<file path="config.mk">
export PLATFORM = sky130hd
export DESIGN_NAME = apb_lite_master
export DESIGN_NICKNAME = d
export VERILOG_FILES = /design/src/rtl/apb_lite_pkg.sv /design/src/rtl/apb_lite_req_fifo.sv /design/src/rtl/apb_lite_master.sv
export SDC_FILE = /design/constraint.sdc
export NUM_CORES = 1
export LEC_CHECK = 0
export ABC_CLOCK_PERIOD_IN_PS = 7100
export BUFFER_PORTS_ARGS = -buffer_cell sky130_fd_sc_hd__buf_2
export CORE_ASPECT_RATIO = 0.6
export CORE_MARGIN = 2
export CORE_UTILIZATION = 50
export CTS_CLUSTER_DIAMETER = 100
export DETAILED_ROUTE_END_ITERATION = 16
export HOLD_SLACK_MARGIN = 0.05
export PLACE_DENSITY = 0.8
export SLEW_MARGIN = 20
export SYNTH_ARGS = -nofsm -noshare
export SYNTH_HDL_FRONTEND = slang
export SYNTH_SLANG_ARGS = --single-unit
</file>
<file path="constraint.sdc">
create_clock -name pclk -period 7.1 [get_ports pclk]
set_input_delay 1.775 -clock pclk [delete_from_list [all_inputs] [get_ports pclk]]
set_output_delay 1.775 -clock pclk [all_outputs]
set_load 0.02 [all_outputs]
</file>
<file path="src/rtl/apb_lite_pkg.sv">
// Shared definitions for the APB-lite initiator: FSM encoding and wait-timeout constants.
package apb_lite_pkg;

    typedef enum logic [1:0] {
        ST_IDLE   = 2'b00,
        ST_SETUP  = 2'b01,
        ST_ACCESS = 2'b10
    } apb_state_e;

    localparam logic [3:0]  WAIT_TIMEOUT  = 4'hF;
    localparam logic [31:0] TIMEOUT_RDATA = 32'hDEAD_0000;

    // Width of one queued request: write flag, address, write data.
    function automatic int unsigned req_entry_w(input int unsigned addr_w);
        return 1 + addr_w + 32;
    endfunction

endpackage

</file>
<file path="src/rtl/apb_lite_req_fifo.sv">
// Small synchronous request FIFO with full/empty flags and an occupancy count.
module apb_lite_req_fifo #(
    parameter int unsigned WIDTH = 39,
    parameter int unsigned DEPTH = 2
) (
    input  logic                       pclk,
    input  logic                       n_p_reset,
    input  logic                       push,
    input  logic [WIDTH-1:0]           din,
    input  logic                       pop,
    output logic [WIDTH-1:0]           dout,
    output logic                       full,
    output logic                       empty,
    output logic [$clog2(DEPTH+1)-1:0] count
);

    localparam int unsigned PTR_W = (DEPTH > 1) ? $clog2(DEPTH) : 1;
    localparam int unsigned CNT_W = $clog2(DEPTH + 1);

    logic [PTR_W-1:0] wr_ptr_q, wr_ptr_d;
    logic [PTR_W-1:0] rd_ptr_q, rd_ptr_d;
    logic [CNT_W-1:0] count_q, count_d;
    logic [WIDTH-1:0] mem_q [DEPTH];
    logic             do_push;
    logic             do_pop;

    assign full    = (count_q == CNT_W'(DEPTH));
    assign empty   = (count_q == '0);
    assign count   = count_q;
    assign dout    = mem_q[rd_ptr_q];
    assign do_push = push && !full;
    assign do_pop  = pop && !empty;

    // NOTE: every always_comb output gets a default first so no path leaves it unassigned (no latch).
    always_comb begin
        wr_ptr_d = wr_ptr_q;
        rd_ptr_d = rd_ptr_q;
        count_d  = count_q;
        if (do_push) wr_ptr_d = wr_ptr_q + PTR_W'(1);
        if (do_pop)  rd_ptr_d = rd_ptr_q + PTR_W'(1);
        case ({do_push, do_pop})
            2'b10:   count_d = count_q + CNT_W'(1);
            2'b01:   count_d = count_q - CNT_W'(1);
            default: count_d = count_q;
        endcase
    end

    // NOTE: sequential state uses non-blocking assignments so all flops update from pre-edge values.
    always_ff @(posedge pclk or negedge n_p_reset) begin
        if (!n_p_reset) begin
            wr_ptr_q <= '0;
            rd_ptr_q <= '0;
            count_q  <= '0;
        end else begin
            wr_ptr_q <= wr_ptr_d;
            rd_ptr_q <= rd_ptr_d;
            count_q  <= count_d;
        end
    end

    // NOTE: storage is deliberately not reset; the pointers and count alone define validity.
    always_ff @(posedge pclk) begin
        if (do_push) mem_q[wr_ptr_q] <= din;
    end

endmodule

</file>
<file path="src/rtl/apb_lite_master.sv">
// APB initiator: queued valid/ready requests become SETUP/ACCESS transfers with a response strobe.
// Define APB_LITE_MASTER_PREADY_EN to honour pready with a 15-stall timeout.
module apb_lite_master
    import apb_lite_pkg::*;
#(
    parameter int unsigned ADDR_W    = 6,
    parameter int unsigned REQ_DEPTH = 2
) (
    input  logic              pclk,
    input  logic              n_p_reset,
    input  logic              req_valid,
    output logic              req_ready,
    input  logic              req_write,
    input  logic [ADDR_W-1:0] req_addr,
    input  logic [31:0]       req_wdata,
    output logic              rsp_valid,
    output logic [31:0]       rsp_rdata,
    output logic              busy,
    output logic              psel,
    output logic              penable,
    output logic              pwrite,
    output logic [ADDR_W-1:0] paddr,
    output logic [31:0]       pwdata,
    input  logic [31:0]       prdata,
    input  logic              pready
);

    localparam int unsigned ENTRY_W = req_entry_w(ADDR_W);
    localparam int unsigned CNT_W   = $clog2(REQ_DEPTH + 1);

    typedef struct packed {
        logic              write;
        logic [ADDR_W-1:0] addr;
        logic [31:0]       wdata;
    } req_entry_t;

    apb_state_e        state_q, state_d;
    logic              psel_q, psel_d;
    logic              penable_q, penable_d;
    logic              pwrite_q, pwrite_d;
    logic [ADDR_W-1:0] paddr_q, paddr_d;
    logic [31:0]       pwdata_q, pwdata_d;
    logic              rsp_valid_q, rsp_valid_d;
    logic [31:0]       rsp_rdata_q, rsp_rdata_d;

    req_entry_t        push_entry;
    req_entry_t        head_entry;
    logic [ENTRY_W-1:0] fifo_dout;
    logic              fifo_push;
    logic              fifo_pop;
    logic              fifo_full;
    logic              fifo_empty;
    logic [CNT_W-1:0]  fifo_count;
    logic              complete;
    logic              start_next;
    logic [31:0]       done_rdata;

`ifdef APB_LITE_MASTER_PREADY_EN
    logic [3:0]        wait_q, wait_d;
`else
    logic              pready_unused;
    assign pready_unused = pready;
`endif

    assign push_entry = '{write: req_write, addr: req_addr, wdata: req_wdata};
    assign head_entry = req_entry_t'(fifo_dout);
    assign fifo_push  = req_valid && req_ready;

    apb_lite_req_fifo #(
        .WIDTH (ENTRY_W),
        .DEPTH (REQ_DEPTH)
    ) u_req_fifo (
        .pclk      (pclk),
        .n_p_reset (n_p_reset),
        .push      (fifo_push),
        .din       (push_entry),
        .pop       (fifo_pop),
        .dout      (fifo_dout),
        .full      (fifo_full),
        .empty     (fifo_empty),
        .count     (fifo_count)
    );

    always_comb begin
        state_d     = state_q;
        psel_d      = psel_q;
        penable_d   = penable_q;
        pwrite_d    = pwrite_q;
        paddr_d     = paddr_q;
        pwdata_d    = pwdata_q;
        rsp_valid_d = 1'b0;
        rsp_rdata_d = rsp_rdata_q;
        fifo_pop    = 1'b0;
        complete    = 1'b0;
        start_next  = 1'b0;
        done_rdata  = '0;
`ifdef APB_LITE_MASTER_PREADY_EN
        wait_d      = wait_q;
`endif
        case (state_q)
            ST_IDLE: start_next = !fifo_empty;
            ST_SETUP: begin
                penable_d = 1'b1;
                state_d   = ST_ACCESS;
            end
            ST_ACCESS: begin
`ifdef APB_LITE_MASTER_PREADY_EN
                // A slave that never answers is cut off after WAIT_TIMEOUT stalls.
                if (pready) begin
                    complete   = 1'b1;
                    done_rdata = pwrite_q ? 32'h0 : prdata;
                end else if (wait_q == WAIT_TIMEOUT) begin
                    complete   = 1'b1;
                    done_rdata = TIMEOUT_RDATA;
                end else begin
                    wait_d = wait_q + 4'd1;
                end
`else
                complete   = 1'b1;
                done_rdata = pwrite_q ? 32'h0 : prdata;
`endif
                if (complete) begin
                    rsp_valid_d = 1'b1;
                    rsp_rdata_d = done_rdata;
                    start_next  = !fifo_empty;
                    psel_d      = 1'b0;
                    penable_d   = 1'b0;
                    state_d     = ST_IDLE;
`ifdef APB_LITE_MASTER_PREADY_EN
                    wait_d      = '0;
`endif
                end
            end
            default: begin
                state_d   = ST_IDLE;
                psel_d    = 1'b0;
                penable_d = 1'b0;
            end
        endcase

        // Loading the head entry is shared by IDLE and back-to-back completion.
        if (start_next) begin
            fifo_pop  = 1'b1;
            pwrite_d  = head_entry.write;
            paddr_d   = head_entry.addr;
            pwdata_d  = head_entry.wdata;
            psel_d    = 1'b1;
            penable_d = 1'b0;
            state_d   = ST_SETUP;
        end
    end

    always_ff @(posedge pclk or negedge n_p_reset) begin
        if (!n_p_reset) begin
            state_q     <= ST_IDLE;
            psel_q      <= 1'b0;
            penable_q   <= 1'b0;
            pwrite_q    <= 1'b0;
            paddr_q     <= '0;
            pwdata_q    <= '0;
            rsp_valid_q <= 1'b0;
            rsp_rdata_q <= '0;
`ifdef APB_LITE_MASTER_PREADY_EN
            wait_q      <= '0;
`endif
        end else begin
            state_q     <= state_d;
            psel_q      <= psel_d;
            penable_q   <= penable_d;
            pwrite_q    <= pwrite_d;
            paddr_q     <= paddr_d;
            pwdata_q    <= pwdata_d;
            rsp_valid_q <= rsp_valid_d;
            rsp_rdata_q <= rsp_rdata_d;
`ifdef APB_LITE_MASTER_PREADY_EN
            wait_q      <= wait_d;
`endif
        end
    end

    assign req_ready = !fifo_full;
    assign busy      = (fifo_count != '0) || (state_q != ST_IDLE);
    assign psel      = psel_q;
    assign penable   = penable_q;
    assign pwrite    = pwrite_q;
    assign paddr     = paddr_q;
    assign pwdata    = pwdata_q;
    assign rsp_valid = rsp_valid_q;
    assign rsp_rdata = rsp_rdata_q;

endmodule
</file>
# After elaboration in Yosys (flattened, before gate mapping)

Memory sizes are Yosys's and may differ from the RTL's. A register that Yosys moved wholly into a read port is not among the register bits.
Index checks and enable logic that the tools add are counted.

Input port bits: 75
Output and inout port bits: 76
Word-level logic and storage cells: 47
RAM bits: 78
Memories kept: 1
Bits in registers: 41

Reduce and logical (&&, ||, !) cells: 14
Mux-type cells: 13
Add/sub/neg operators: 4
Eq/ne operators: 7

Memories:

| name             | depth | bits a word | read ports | clocked after memory_dff | wr ports | line                    | RTL |
|---|---|---|---|---|---|---|---|
| u_req_fifo.mem_q | 2     | 39          | 1          | 1                        | 1        | apb_lite_req_fifo.sv:23 | `logic [WIDTH-1:0] mem_q [DEPTH];` |

Operator list:

| operator                                                               | number |
|---|---|
| 32-bit two-way mux                                                     | 1 |
| 1-bit two-way mux                                                      | 8 |
| 2-bit one-hot mux with 2 select lines                                  | 2 |
| 2-bit equality test (second input constant)                            | 3 |
| 2-bit nonzero test                                                     | 3 |
| 2-bit by 1-bit equality test with 1-bit output (second input constant) | 2 |
| 2-bit zero test                                                        | 2 |
| 2-bit OR reduction                                                     | 2 |
| 1-bit logical AND                                                      | 3 |
| 1-bit zero test                                                        | 3 |
| 1-bit adder (second input constant)                                    | 2 |
| 2-bit by 1-bit adder with 2-bit output (second input constant)         | 1 |
| 2-bit two-way mux                                                      | 1 |
| 2-bit by 1-bit != test with 1-bit output (second input constant)       | 1 |
| 2-bit != test (second input constant)                                  | 1 |
| 1-bit one-hot mux with 2 select lines                                  | 1 |
| 2-bit by 1-bit subtractor with 2-bit output (second input constant)    | 1 |
| 1-bit logical OR                                                       | 1 |

# Depth between registers and ports, before layout

Gate-level depths: netlist of run 1.

Word-level depth: 7
Depth in mapped cells: 8
Depth with buffers taken out: 6

# Cells and area by module

From an unflattened synthesis of run 1, not the netlist that was laid out.

Cell total of the unflattened synthesis: 337
Area, all modules: 6137.1 um^2

Modules (own cells, without submodules):

| module            | times used | sequential area each (um^2) | cells an instance | area each (um^2) |
|---|---|---|---|---|
| apb_lite_master   | 1          | 1876.8                      | 198               | 3129.3 |
| apb_lite_req_fifo | 1          | 2442.3                      | 139               | 3007.9 |

# Worst setup path after synthesis of run 1

No wires, ideal clock.

Kind: input-to-reg
Start point: input port req_valid
End point: memory u_req_fifo.mem_q[0][0] (enable)
Library setup time: 435 ps
Stages: 2
Setup slack: 3145 ps
Arrival: 3520 ps
Required time: 6665 ps
Buffers on the path: 0
Path through: nand2_1 nor2_1

Word-level cells in the longest chain between the ends: 4

Ends and longest elaborated chain:

| item                                    | line                    | RTL |
|---|---|---|
| start, declared                         | apb_lite_master.sv:11   | `input logic req_valid,` |
| 1-bit logical AND                       | apb_lite_master.sv:67   | `assign fifo_push = req_valid && req_ready;` |
| 1-bit logical AND                       | apb_lite_req_fifo.sv:31 | `assign do_push = push && !full;` |
| 1-bit two-way mux                       | apb_lite_req_fifo.sv:63 | `if (do_push) mem_q[wr_ptr_q] <= din;` |
| 1-bit two-way mux (implied by the code) | apb_lite_req_fifo.sv:63 |  |
| end, declared                           | apb_lite_req_fifo.sv:23 |  |

Every way passes these cells.

# Final worst setup path of run 1

Start point: register pwrite_q (netlist: pwrite) (read register of u_req_fifo.mem_q)
End point: output port pwrite

RTL lines:

| item            | line                  | RTL |
|---|---|---|
| start, declared | apb_lite_master.sv:40 | `logic pwrite_q, pwrite_d;` |
| end, declared   | apb_lite_master.sv:21 | `output logic pwrite,` |

No word-level cell between the ends.

==> summary.txt, run 1 <==
Logic synthesis
  • Predominant post-synthesis flop cell: dfrtp_1
  • Area leader, netlist: edfxtp_1
  • Mapped Cells: 416
  • Synth cell types: 20
  • Yosys reg bits: 157
  • Area contributors post-synth: edfxtp_1 40%, dfrtp_1 34%, mux2i_1 6.7%, nand2_1 4.7%, o21ai_1 4.1%
  • Synth warn: 0
  • Post-synth EDFFs: 78
  • Asr flop ratio synth: 50.3%
  • Synth Area per Inst: around 14 µm²
  • Mapped cell area: 5850 µm²
  • Sequential share of the synthesized area: 73.9%
  • Share of the synthesized area in the top cell type: between 40% and 50%
  • Post-Syn Nets: 492

Setup path
  • Flop2flop setup slack: 4700 ps
  • Delay-heaviest family, CP: flip-flops
  • Cell count along the critical path: 1
  • CP Max Fanout: 34
  • Worst Path Arrival: approximately 1600 ps
  • Critical R2R Launch: u_req_fifo.count[1]
  • Critical path capture point type: primary output
  • CP Capture Point: pwrite
  • CP startpoint: pwrite
  • Startpoint types: flop
  • Worst setup path category: reg -> out
  • Slowest cell on the critical path: dfrtp_1
  • RR Endpoint: u_req_fifo.count[1]
  • Data required, critical path: ~5300 ps
  • Worst r2r path cells: 6
  • Worst-path cell chain: buf_2
  • WP buf/inv: 1
  • Crit-path max cell delay: 850 ps

STA
  • Hold WS: 474 ps
  • Unrepaired setup endpoints after global routing: false
  • Slew Limit Fails: 0
  • TNS Setup: 0 ps
  • Min cycle time layout: ~3300 ps
  • Hold Vio Cnt, Final: 0
  • Clk_skew: 8.79 ps
  • Final setup violation count: 0
  • F_max: 0.301 GHz
  • Final Cycle Share: a little under half
  • PnR worst setup slack: 3770 ps
  • Max_slew headroom: 34.8%
  • Measured slew at the worst slew-check pin: 977 ps

Power
  • Max IR drop VDD: around 0.00022 V
  • Design Power: 3.46 mW
  • Leak Pwr: 3.24 nW
  • PwrDens: 480 nW/µm²

Floorplan
  • # rows: 30
  • Io pins: 151
  • Die height: 87.8 µm
  • Initial Util: 51.6%
  • Die area: 12600 µm²
  • CORE AREA: 11300 µm²
  • Die X: 144 µm

Clocking
  • Post-cts sizing count: 0
  • Count of clock tree sinks: around 160
  • Max Root-Sink Buffers: 2
  • CTS tree: built
  • # H-tree levels: 4
  • CTS buffer count: 17
  • Clk slew on worst S/H paths: 60 ps
  • Hold Buf Count CTS: 0
  • Clk root buf: clkbuf_16
  • Setup Fix Bufs, Post-CTS: 0
  • Clock Latency Late Sink: just over 400 ps

Finish
  • Nets: 639
  • Commonest non-fill, non-tap cell in the layout: buf_2
  • # diodes: 0
  • Area Overhead vs Synth: 23.4%
  • Fin util: 63.7%
  • Multi-input gate area: 1360 µm²
  • Fin cells: ~740
  • Seq. cell area: 4320 µm²
  • Most frequent cells in the layout: 148 x buf_2, 78 x dfrtp_1, 78 x edfxtp_1
  • Design Area, Final: 7220 µm²
  • Share of cells above drive strength 1: 32.5%
  • Fill count: about 880

Route
  • Final wirelength: 11.2 mm
  • Remaining DRCs: 0
  • Routed Antenna Nets: 0
  • Vias/cell: 4.85
  • First-pass DRT Iterations: 4
  • Avg WL per Cell: 15.1 µm
  • DRT iter0 DRCs: 241
  • Vias: 3567

Status
  • Status: completed

Placement
  • Cells after DPL: approximately 700
  • I/O Buffers: 149
  • Dpl hpwl: between 7 and 8 mm
  • Routability cong.: 0.748
  • Area after DPL: 6670 µm²
  • Post-place setup slack: roughly 4000 ps

GRT
  • GRT Total Usage: between 10% and 20%
  • Gr busiest metal: met2
  • Overflow after GRT: 0
  • Pin count of the biggest net entering global routing: 80
  • Met3 Use GR: 6.89%
  • Met1 usage: 23.8%
  • GR Util met2: roughly a third
  • Initial antenna violation count: 1
  • Vias in the first global route: 3665
  • First-pass GRT wire length: 17.9 mm

Hold path
  • Worst Hold Class: reg -> reg

Run
  • Maximum Capacitance Violations: 0
sequential cells by signal, indices dropped and copies added, names as in the netlist, 2 cells and up:
register,count
u_req_fifo.mem_q,78
state_q,2
pwdata,32
rsp_rdata,32
u_req_fifo.count,2
paddr,6
cells in the mapped netlist (2+ instances only):
library cell,number
nor2_1,4
nand2_1,73
xnor2_1,4
o21ai_1,48
buf_6,6
buf_2,2
edfxtp_1,78
mux2i_1,39
inv_1,4
dfrtp_1,79
buf_4,11
nand2b_1,34
o21ai_0,24
clkbuf_1,4
worst min path at each step:
stage | startpoint | depth (start not counted) | slack [ps] | endpoint
floorplan | u_req_fifo.wr_ptr_q | 1 | 460 | u_req_fifo.wr_ptr_q
global placement | rsp_rdata[13] | 2 | 460 | rsp_rdata[13]
detailed placement | rsp_rdata[20] | 2 | 460 | rsp_rdata[20]
CTS | rsp_rdata[20] | 2 | 480 | rsp_rdata[20]
global route | pwdata[4] | 2 | 500 | pwdata[4]
finish | rsp_rdata[20] | 2 | 470 | rsp_rdata[20]
cell families after synthesis:
group | after synthesis | share of synthesized area [%]
flip-flops | 157 | 73.9
XOR/XNOR | 5 | 0.749
AND/OR/NAND/NOR | 113 | 8.80
multiplexers | 39 | 6.68
adder cells (fa/ha/maj) | 1 | 0.214
AO/OA/AOI/OAI | 73 | 6.36
buffers and inverters | 28 | 3.34
power by group:
part           internal (mW)  switching (mW)
Sequential              1.29           0.193
Clock                  0.452           0.364
Combinational          0.421           0.740
Total                   2.17            1.30
layer usage:
layer,vias to the layer above,share of wire [%]
li1,1730,-
met1,1732,44
met2,91,50
met3,12,5.4
met4,2,0.82
met5,-,0.12
worst reg2reg max path, cell delays in order, from the launching register on:
cell and delay (ps):
dfrtp_1 460, o21bai_4 480, buf_4 590, inv_1 130
ha_1 350, nor2_1 160, xor2_1 160
area by class of cell:
| class | instances | area share (%) |
|---|---|---|
| clock buffers | 18 | 5.95 |
| clock inverters | 14 | 1.51 |
| multi-input cells | 231 | 18.8 |
| inverters | 4 | 0.208 |
| repair buffers | 152 | 10.9 |
| flip-flops and latches | 157 | 59.9 |
| well taps | 160 | 2.77 |
Note: power is estimated with default switching activity, not from simulation.
==> run 2: changes to the inputs <==
--- a/config.mk
+++ b/config.mk
@@ -5,15 +5,15 @@
 export SDC_FILE = /design/constraint.sdc
 export NUM_CORES = 1
 export LEC_CHECK = 0
-export ABC_CLOCK_PERIOD_IN_PS = 7100
+export ABC_CLOCK_PERIOD_IN_PS = 2860
 export BUFFER_PORTS_ARGS = -buffer_cell sky130_fd_sc_hd__buf_2
 export CORE_ASPECT_RATIO = 0.6
 export CORE_MARGIN = 2
-export CORE_UTILIZATION = 50
+export CORE_UTILIZATION = 47
 export CTS_CLUSTER_DIAMETER = 100
 export DETAILED_ROUTE_END_ITERATION = 16
 export HOLD_SLACK_MARGIN = 0.05
-export PLACE_DENSITY = 0.8
+export PLACE_DENSITY = 0.79
 export SLEW_MARGIN = 20
 export SYNTH_ARGS = -nofsm -noshare
 export SYNTH_HDL_FRONTEND = slang
==> constraint.sdc (replaced) <==
create_clock -name pclk -period 2.86 [get_ports pclk]
set_input_delay 0.715 -clock pclk [delete_from_list [all_inputs] [get_ports pclk]]
set_output_delay 0.715 -clock pclk [all_outputs]
set_load 0.02 [all_outputs]
==> run 2 against run 1 <==
  * Design area rose by 1.3%
  * Clock-buffer cell count did not move
  * Core utilization fell by 3.3 points
  * First-iteration DRC count fell by 27%
  * Sequential share of layout area fell by 0.77 points
  * Combinational power rose to 2.6 times the previous value
  * Routed wire length fell by 0.24%
  * Sequential power rose by 140%
  * Setup slack got worse by 2900 ps
  * Total power rose to 2.5 times the previous value
  * Final cell count rose by 1.6%
==> summary.txt, run 2 (same netlist as run 1, synthesis figures left out) <==
Finish
  • Max FFs per register: 78 (unchanged)
  • Area Overhead vs Synth: 25.0% (was 23.4%)
  • Multi-input gate area: 1350 µm² (was 1360 µm²)
  • Most frequent cells in the layout: 148 x buf_2, 78 x dfrtp_1, 78 x edfxtp_1 (unchanged)
  • Design Area, Final: 7310 µm² (was 7220 µm²)
  • Commonest non-fill, non-tap cell in the layout: buf_2 (unchanged)
  • Nets: 645 (was 639)
  • Share of cells above drive strength 1: 33.3% (was 32.5%)
  • Seq. cell area: 4320 µm² (unchanged)
  • Fill count: 998 (was 877)
  • Fin util: 60.4% (was 63.7%)
  • Biggest register: u_req_fifo.mem_q (unchanged)

Setup path
  • Critical path capture point type: primary output (unchanged)
  • RR Endpoint: u_req_fifo.mem_q[0][23] (was u_req_fifo.count[1])
  • Flop2flop setup slack: 1040 ps (was 4700 ps)
  • Worst Path Arrival: 1250 ps (was 1550 ps)
  • Startpoint types: flop (unchanged)
  • Worst setup path category: reg -> out (unchanged)
  • CP Max Fanout: 5 (was 34)
  • Data required, critical path: 2140 ps (was 5330 ps)
  • Worst r2r path cells: 4 (was 6)
  • Critical R2R Launch: u_req_fifo.count[0] (was u_req_fifo.count[1])

Floorplan
  • CORE AREA: 12100 µm² (was 11300 µm²)
  • Die height: 90.4 µm (was 87.8 µm)
  • Die X: 148 µm (was 144 µm)
  • # rows: 31 (was 30)
  • Die area: 13400 µm² (was 12600 µm²)
  • Io pins: 151 (unchanged)
  • Initial Util: 48.3% (was 51.6%)

Clocking
  • # H-tree levels: 4 (unchanged)
  • Count of clock tree sinks: 157 (unchanged)
  • Post-cts sizing count: 0 (unchanged)
  • Clk root buf: clkbuf_16 (unchanged)
  • Clk slew on worst S/H paths: 60 ps (about the same)
  • Hold Buf Count CTS: 0 (unchanged)
  • CTS tree: built (unchanged)
  • Max Root-Sink Buffers: 2 (unchanged)
  • Setup Fix Bufs, Post-CTS: 0 (unchanged)
  • Clock Latency Late Sink: 410 ps (about the same)
  • CTS buffer count: 17 (unchanged)

Route
  • First-pass DRT Iterations: 4 (unchanged)
  • Remaining DRCs: 0 (unchanged)
  • Vias/cell: 4.74 (was 4.85)
  • Avg WL per Cell: 14.9 µm (was 15.1 µm)
  • Routed Antenna Nets: 0 (unchanged)
  • Final wirelength: 11.1 mm (was 11.2 mm)
  • Vias: 3548 (was 3567)
  • DRT iter0 DRCs: 176 (was 241)

GRT
  • GRT Total Usage: 17.5% (was 19.1%)
  • Vias in the first global route: 3516 (was 3665)
  • Pin count of the biggest net entering global routing: 82 (was 80)
  • Initial antenna violation count: 2 (was 1)
  • First-pass GRT wire length: 17.8 mm (was 17.9 mm)
  • Overflow after GRT: 0 (unchanged)

Power
  • Max IR drop VDD: 0.000641 V (was 0.000222 V)
  • PwrDens: 1200 nW/µm² (was 480 nW/µm²)
  • Leak Pwr: 3.29 nW (was 3.24 nW)

Placement
  • Dpl hpwl: 7.46 mm (was 7.32 mm)
  • Area after DPL: 6720 µm² (was 6670 µm²)
  • Routability cong.: 0.739 (was 0.748)
  • Post-place setup slack: 864 ps (was 3980 ps)
  • I/O Buffers: 149 (unchanged)

STA
  • Max_slew headroom: 33.6% (was 34.8%)
  • Final Cycle Share: 68.8%
  • F_max: 0.508 GHz
  • Measured slew at the worst slew-check pin: 996 ps (was 977 ps)
  • Hold WS: 253 ps (was 474 ps)
  • TNS Setup: 0 ps (unchanged)
  • Hold Vio Cnt, Final: 0 (unchanged)
  • Final setup violation count: 0 (unchanged)
  • Clk_skew: 9.32 ps (was 8.79 ps)
  • Min cycle time layout: 1970 ps
  • Unrepaired setup endpoints after global routing: false (unchanged)
  • PnR worst setup slack: 891 ps (was 3770 ps)
  • Slew Limit Fails: 0 (unchanged)

Status
  • Status: completed (unchanged)

Hold path
  • Worst Hold Class: in -> async (was reg -> reg)

Run
  • Maximum Capacitance Violations: 0 (unchanged)
[run 2: changes by cell type in the layout (fill, tap and decap cells not counted)]
cell	previous run	this run
buf_4	2	9
bufinv_16	0	2
buf_6	1	0
clkinv_1	1	0
clkinv_4	2	3
clkinvlp_4	4	3
diode_2	0	1
inv_6	6	5
nand2b_2	0	1
nand2b_4	1	0
[run 2: worst max-delay path: stages, from the launching register on]
cell      delay [ps]
dfrtp_1          460
nand2b_1         200
buf_2            180
[run 2: final cells by class]
class | instances | area share, %
Sequential cell | 157 | 59.1
Antenna cell | 1 | 0.0342
Clock inverter | 14 | 2.16
Inverter | 4 | 0.205
Timing Repair Buffer | 158 | 11.3
Multi-Input combinational cell | 231 | 18.5
Tap cell | 165 | 2.82
Clock buffer | 18 | 5.87
[run 2: metal layers]
metal / part of all wire, % / global-route usage, % / vias up
li1: - / - / 1746
met1: 44 / 23.1 / 1682
met2: 47 / 27.3 / 109
met3: 7.8 / 6.31 / 11
met4: 1.2 / 5.87 / 0
met5: 0 / 0 / -
[run 2: metrics by stage]
step           cells  power, mW
4_1_cts          747       8.90
2_1_floorplan    416       5.80
6_report         748       8.80
5_1_grt          747       9.36
3_3_place_gp     715       6.53
3_5_place_dp     715       6.66
[run 2: worst max-delay path by stage]
stage	from	to	slack, ps	cells past startpoint
4_1_cts	u_req_fifo.count[0]	req_ready	870	2
3_3_place_gp	req_valid	u_req_fifo.mem_q[0][6]	900	4
3_5_place_dp	req_valid	u_req_fifo.mem_q[0][6]	860	4
5_1_grt	u_req_fifo.count[0]	req_ready	820	2
2_1_floorplan	u_req_fifo.count[0]	u_req_fifo.mem_q[0][0]	580	3
6_report	u_req_fifo.count[0]	req_ready	890	2
[run 2: power breakdown]
part	switching, mW	internal [mW]
clock	0.919	1.30
sequential	0.415	3.21
combinational	1.89	1.07
==> run 3: changes to the inputs <==
--- a/config.mk
+++ b/config.mk
@@ -5,15 +5,16 @@
 export SDC_FILE = /design/constraint.sdc
 export NUM_CORES = 1
 export LEC_CHECK = 0
-export ABC_CLOCK_PERIOD_IN_PS = 2860
+export ABC_AREA = 1
+export ABC_CLOCK_PERIOD_IN_PS = 1900
 export BUFFER_PORTS_ARGS = -buffer_cell sky130_fd_sc_hd__buf_2
 export CORE_ASPECT_RATIO = 0.6
 export CORE_MARGIN = 2
-export CORE_UTILIZATION = 47
+export CORE_UTILIZATION = 50
 export CTS_CLUSTER_DIAMETER = 100
 export DETAILED_ROUTE_END_ITERATION = 16
 export HOLD_SLACK_MARGIN = 0.05
-export PLACE_DENSITY = 0.79
+export PLACE_DENSITY = 0.8
 export SLEW_MARGIN = 20
 export SYNTH_ARGS = -nofsm -noshare
 export SYNTH_HDL_FRONTEND = slang
==> constraint.sdc (replaced) <==
create_clock -name pclk -period 1.9 [get_ports pclk]
set_input_delay 0.475 -clock pclk [delete_from_list [all_inputs] [get_ports pclk]]
set_output_delay 0.475 -clock pclk [all_outputs]
set_load 0.02 [all_outputs]
==> run 3 against run 2 <==
  * Clock power up 55%
  * Register-to-register slack worse by 780 ps
  * Die area down 4.2%
  * Synthesized cell count up 32%
  * Final cell count rose by 18%
  * Clock skew fell by 0.90 ps
  * Critical endpoint is now busy
==> summary.txt, run 3 <==
Status
  • Status: completed (unchanged)

Power
  • Max IR drop VDD: 0.000786 V (was 0.000641 V)
  • Clk pwr share: 24.6% (was 25.2%)
  • Int Pwr: 8.48 mW (was 5.58 mW)
  • Comb power frac: 37.0% (was 33.6%)
  • P_sw: 5.43 mW (was 3.22 mW)
  • PwrDens: 1830 nW/µm² (was 1200 nW/µm²)
  • Switching part of the total: 39.0% (was 36.6%)
  • Leak Pwr: 3.76 nW (was 3.29 nW)
  • Sequential share of power: 38.4% (was 41.2%)

Clocking
  • Max Root-Sink Buffers: 2 (unchanged)
  • CTS tree: built (unchanged)
  • Clock Latency Late Sink: 410 ps (about the same)
  • Clk slew on worst S/H paths: 60 ps (about the same)
  • # H-tree levels: 4 (unchanged)
  • CTS buffer count: 17 (unchanged)
  • Count of clock tree sinks: 157 (unchanged)
  • Clk root buf: clkbuf_16 (unchanged)
  • Setup Fix Bufs, Post-CTS: 0 (unchanged)

Setup path
  • Startpoint types: flop (unchanged)
  • CP Capture Point: busy (was req_ready)
  • Worst setup path category: reg -> out (unchanged)
  • Data required, critical path: 1420 ps (was 2140 ps)
  • Flop2flop setup slack: 260 ps (was 1040 ps)
  • Critical path capture point type: primary output (unchanged)
  • CP Max Fanout: 5 (unchanged)
  • Critical R2R Launch: u_req_fifo.count[0] (unchanged)
  • Worst Path Arrival: 1330 ps (was 1250 ps)
  • CP startpoint: state_q[0] (was u_req_fifo.count[0])
  • RR Endpoint: u_req_fifo.count[1] (was u_req_fifo.mem_q[0][23])
  • Worst r2r path cells: 8 (was 4)

GRT
  • Pin count of the biggest net entering global routing: 42 (was 82)
  • GRT Total Usage: 21.3% (was 17.5%)
  • Vias in the first global route: 4111 (was 3516)
  • First-pass GRT wire length: 20.4 mm (was 17.8 mm)
  • Initial antenna violation count: 0 (was 2)
  • Overflow after GRT: 0 (unchanged)

Floorplan
  • Die height: 88.5 µm (was 90.4 µm)
  • Die X: 145 µm (was 148 µm)
  • Die area: 12800 µm² (was 13400 µm²)
  • # rows: 30 (was 31)
  • Io pins: 151 (unchanged)
  • Initial Util: 52.0% (was 48.3%)
  • CORE AREA: 11400 µm² (was 12100 µm²)

Finish
  • Fin util: 66.2% (was 60.4%)
  • Fill count: 865 (was 998)
  • Share of cells above drive strength 1: 28.3% (was 33.3%)
  • Max FFs per register: 78 (unchanged)
  • Fin cells: 880 (was 748)
  • Biggest register: u_req_fifo.mem_q (unchanged)
  • Most frequent cells in the layout: 275 x nand2_1, 148 x buf_2, 79 x dfrtp_1 (was 148 x buf_2, 78 x dfrtp_1, 78 x edfxtp_1)
  • Area Overhead vs Synth: 27.4% (was 25.0%)
  • Nets: 783 (was 645)
  • # diodes: 0 (was 1)
  • Commonest non-fill, non-tap cell in the layout: nand2_1 (was buf_2)

STA
  • Max_slew headroom: 63.6% (was 33.6%)
  • F_max: 0.553 GHz
  • Clk_skew: 8.43 ps (was 9.32 ps)
  • Final Cycle Share: 95.1%
  • Unrepaired setup endpoints after global routing: false (unchanged)
  • Measured slew at the worst slew-check pin: 544 ps (was 996 ps)
  • Final setup violation count: 0 (unchanged)
  • Hold Vio Cnt, Final: 0 (unchanged)
  • Min cycle time layout: around 1800 ps
  • Slew Limit Fails: 0 (unchanged)

Hold path
  • Worst min-delay path startpoint: req_wdata[10]
  • Worst Hold Class: in -> reg (was in -> async)

Route
  • DRT iter0 DRCs: 310 (was 176)
  • Vias: 4331 (was 3548)
  • Avg WL per Cell: 15.2 µm (was 14.9 µm)
  • Final wirelength: 13.4 mm (was 11.1 mm)
  • Routed Antenna Nets: 0 (unchanged)
  • Vias/cell: 4.92 (was 4.74)
  • First-pass DRT Iterations: 5 (was 4)
  • Remaining DRCs: 0 (unchanged)

Logic synthesis
  • Synth warn: 0 (unchanged)
  • Area leader, netlist: edfxtp_1 (unchanged)
  • Share of the synthesized area in the top cell type: 39.4% (was 40.1%)
  • Sequential share of the synthesized area: 72.6% (was 73.9%)
  • Predominant post-synthesis flop cell: dfrtp_1 (unchanged)
  • Synth cell types: 18 (was 20)
  • Asr flop ratio synth: 50.3% (unchanged)
  • Post-Syn Nets: 627 (was 492)
  • Mapped cell area: 5950 µm² (was 5850 µm²)
  • Yosys reg bits: 157 (unchanged)
  • Area contributors post-synth: edfxtp_1 39%, dfrtp_1 33%, nand2_1 17%, nand3_1 2.9%, o21ai_0 2.8% (was edfxtp_1 40%, dfrtp_1 34%, mux2i_1 6.7%, nand2_1 4.7%, o21ai_1 4.1%)
  • Top-count cell post-synth: nand2_1 (was dfrtp_1)
  • Mapped Cells: 551 (was 416)
  • Synth cell count leaders: 275 x nand2_1, 79 x dfrtp_1, 78 x edfxtp_1 (was 79 x dfrtp_1, 78 x edfxtp_1, 73 x nand2_1)
  • Synth Area per Inst: 10.8 µm² (was 14.1 µm²)
  • Post-synth EDFFs: 78 (unchanged)

Placement
  • I/O Buffers: 149 (unchanged)
  • Cells after DPL: 846 (was 715)
  • Routability cong.: 0.755 (was 0.739)
  • Dpl hpwl: 8.68 mm (was 7.46 mm)

Run
  • Maximum Capacitance Violations: 0 (unchanged)
==> run 3: cell count changes in the layout (fill, tap and decap cells not counted), moves of 3 or more <==
cell	previous run	this run
nand2b_1	33	0
mux2i_1	39	0
nor2_4	1	5
buf_4	9	15
clkbuf_8	0	3
nand3_1	0	34
nand2_1	73	275
o21ai_1	48	0
inv_1	4	9
o21ai_0	24	33
xnor2_1	4	1
==> run 3: cell type report <==
| cell class | count | area, µm² | area share [%] |
|---|---|---|---|
| Clock buffer | 22 | 517 | 6.82 |
| Clock inverter | 10 | 95.1 | 1.25 |
| Inverter | 9 | 33.8 | 0.446 |
| Multi-Input combinational cell | 355 | 1480 | 19.6 |
| Sequential cell | 157 | 4320 | 57.0 |
| Tap cell | 160 | 200 | 2.64 |
| Timing Repair Buffer | 167 | 931 | 12.3 |
==> run 3: repair_timing <==
action                                  CTS  global route
resized for setup                         0             1
hold buffers                              1             0
endpoints found under the setup margin    0             1
hold endpoints to repair                 25             0
==> run 3: worst min path at each step <==
stage,to,slack (ps),cells past startpoint
detailed placement,pwdata[22],430,1
finish,u_req_fifo.mem_q[0][10],250,1
global route,u_req_fifo.mem_q[1][6],230,1
floorplan,paddr[0],180,0
CTS,u_req_fifo.mem_q[1][6],240,1
global placement,pwdata[22],420,1
==> run 3: worst max-delay path, stage by stage (launching register included) <==
cell,delay (ps)
dfrtp_1,490
inv_1,160
nand3_1,110
buf_2,160
==> run 3: logic make-up after synthesis <==
logic type	after synthesis	share of synthesized area, %
buf+inv	39	2.92
xor+xnor	1	0.147
fa+ha+maj	1	0.210
flops	157	72.6
compound gates	35	3.01
simple gates	318	21.1
==> run 3: power groups by stage <==
stage	Combinational, mW	Sequential [mW]	Clock (mW)
floorplan	2.50	6.19	0
global placement	4.91	5.31	0
detailed placement	5.06	5.38	0
CTS	5.11	5.34	3.48
global route	5.73	5.45	3.60
finish	5.14	5.34	3.43
==> run 3: layer usage <==
metal  up-vias  wire, µm  track usage [%]
li1       2109         -                -
met1      2049      6010             29.0
met2       159      6200             33.6
met5         -         0                0
met4         0       161             6.88
met3        14       973             6.06
==> run 3: metrics by stage <==
stage | hold slack (ps) | instance area (µm²) | setup WS (ps) | setup TNS, ps | power (mW)
2_1_floorplan | 179 | 5950 | -394 | -30240 | 8.69
3_3_place_gp | 416 | 6930 | 331 | 0 | 10.2
3_5_place_dp | 426 | 6930 | 240 | 0 | 10.4
4_1_cts | 236 | 7550 | 33.9 | 0 | 13.9
5_1_grt | 235 | 7580 | 19.1 | 0 | 14.8
6_report | 250 | 7580 | 92.9 | 0 | 13.9
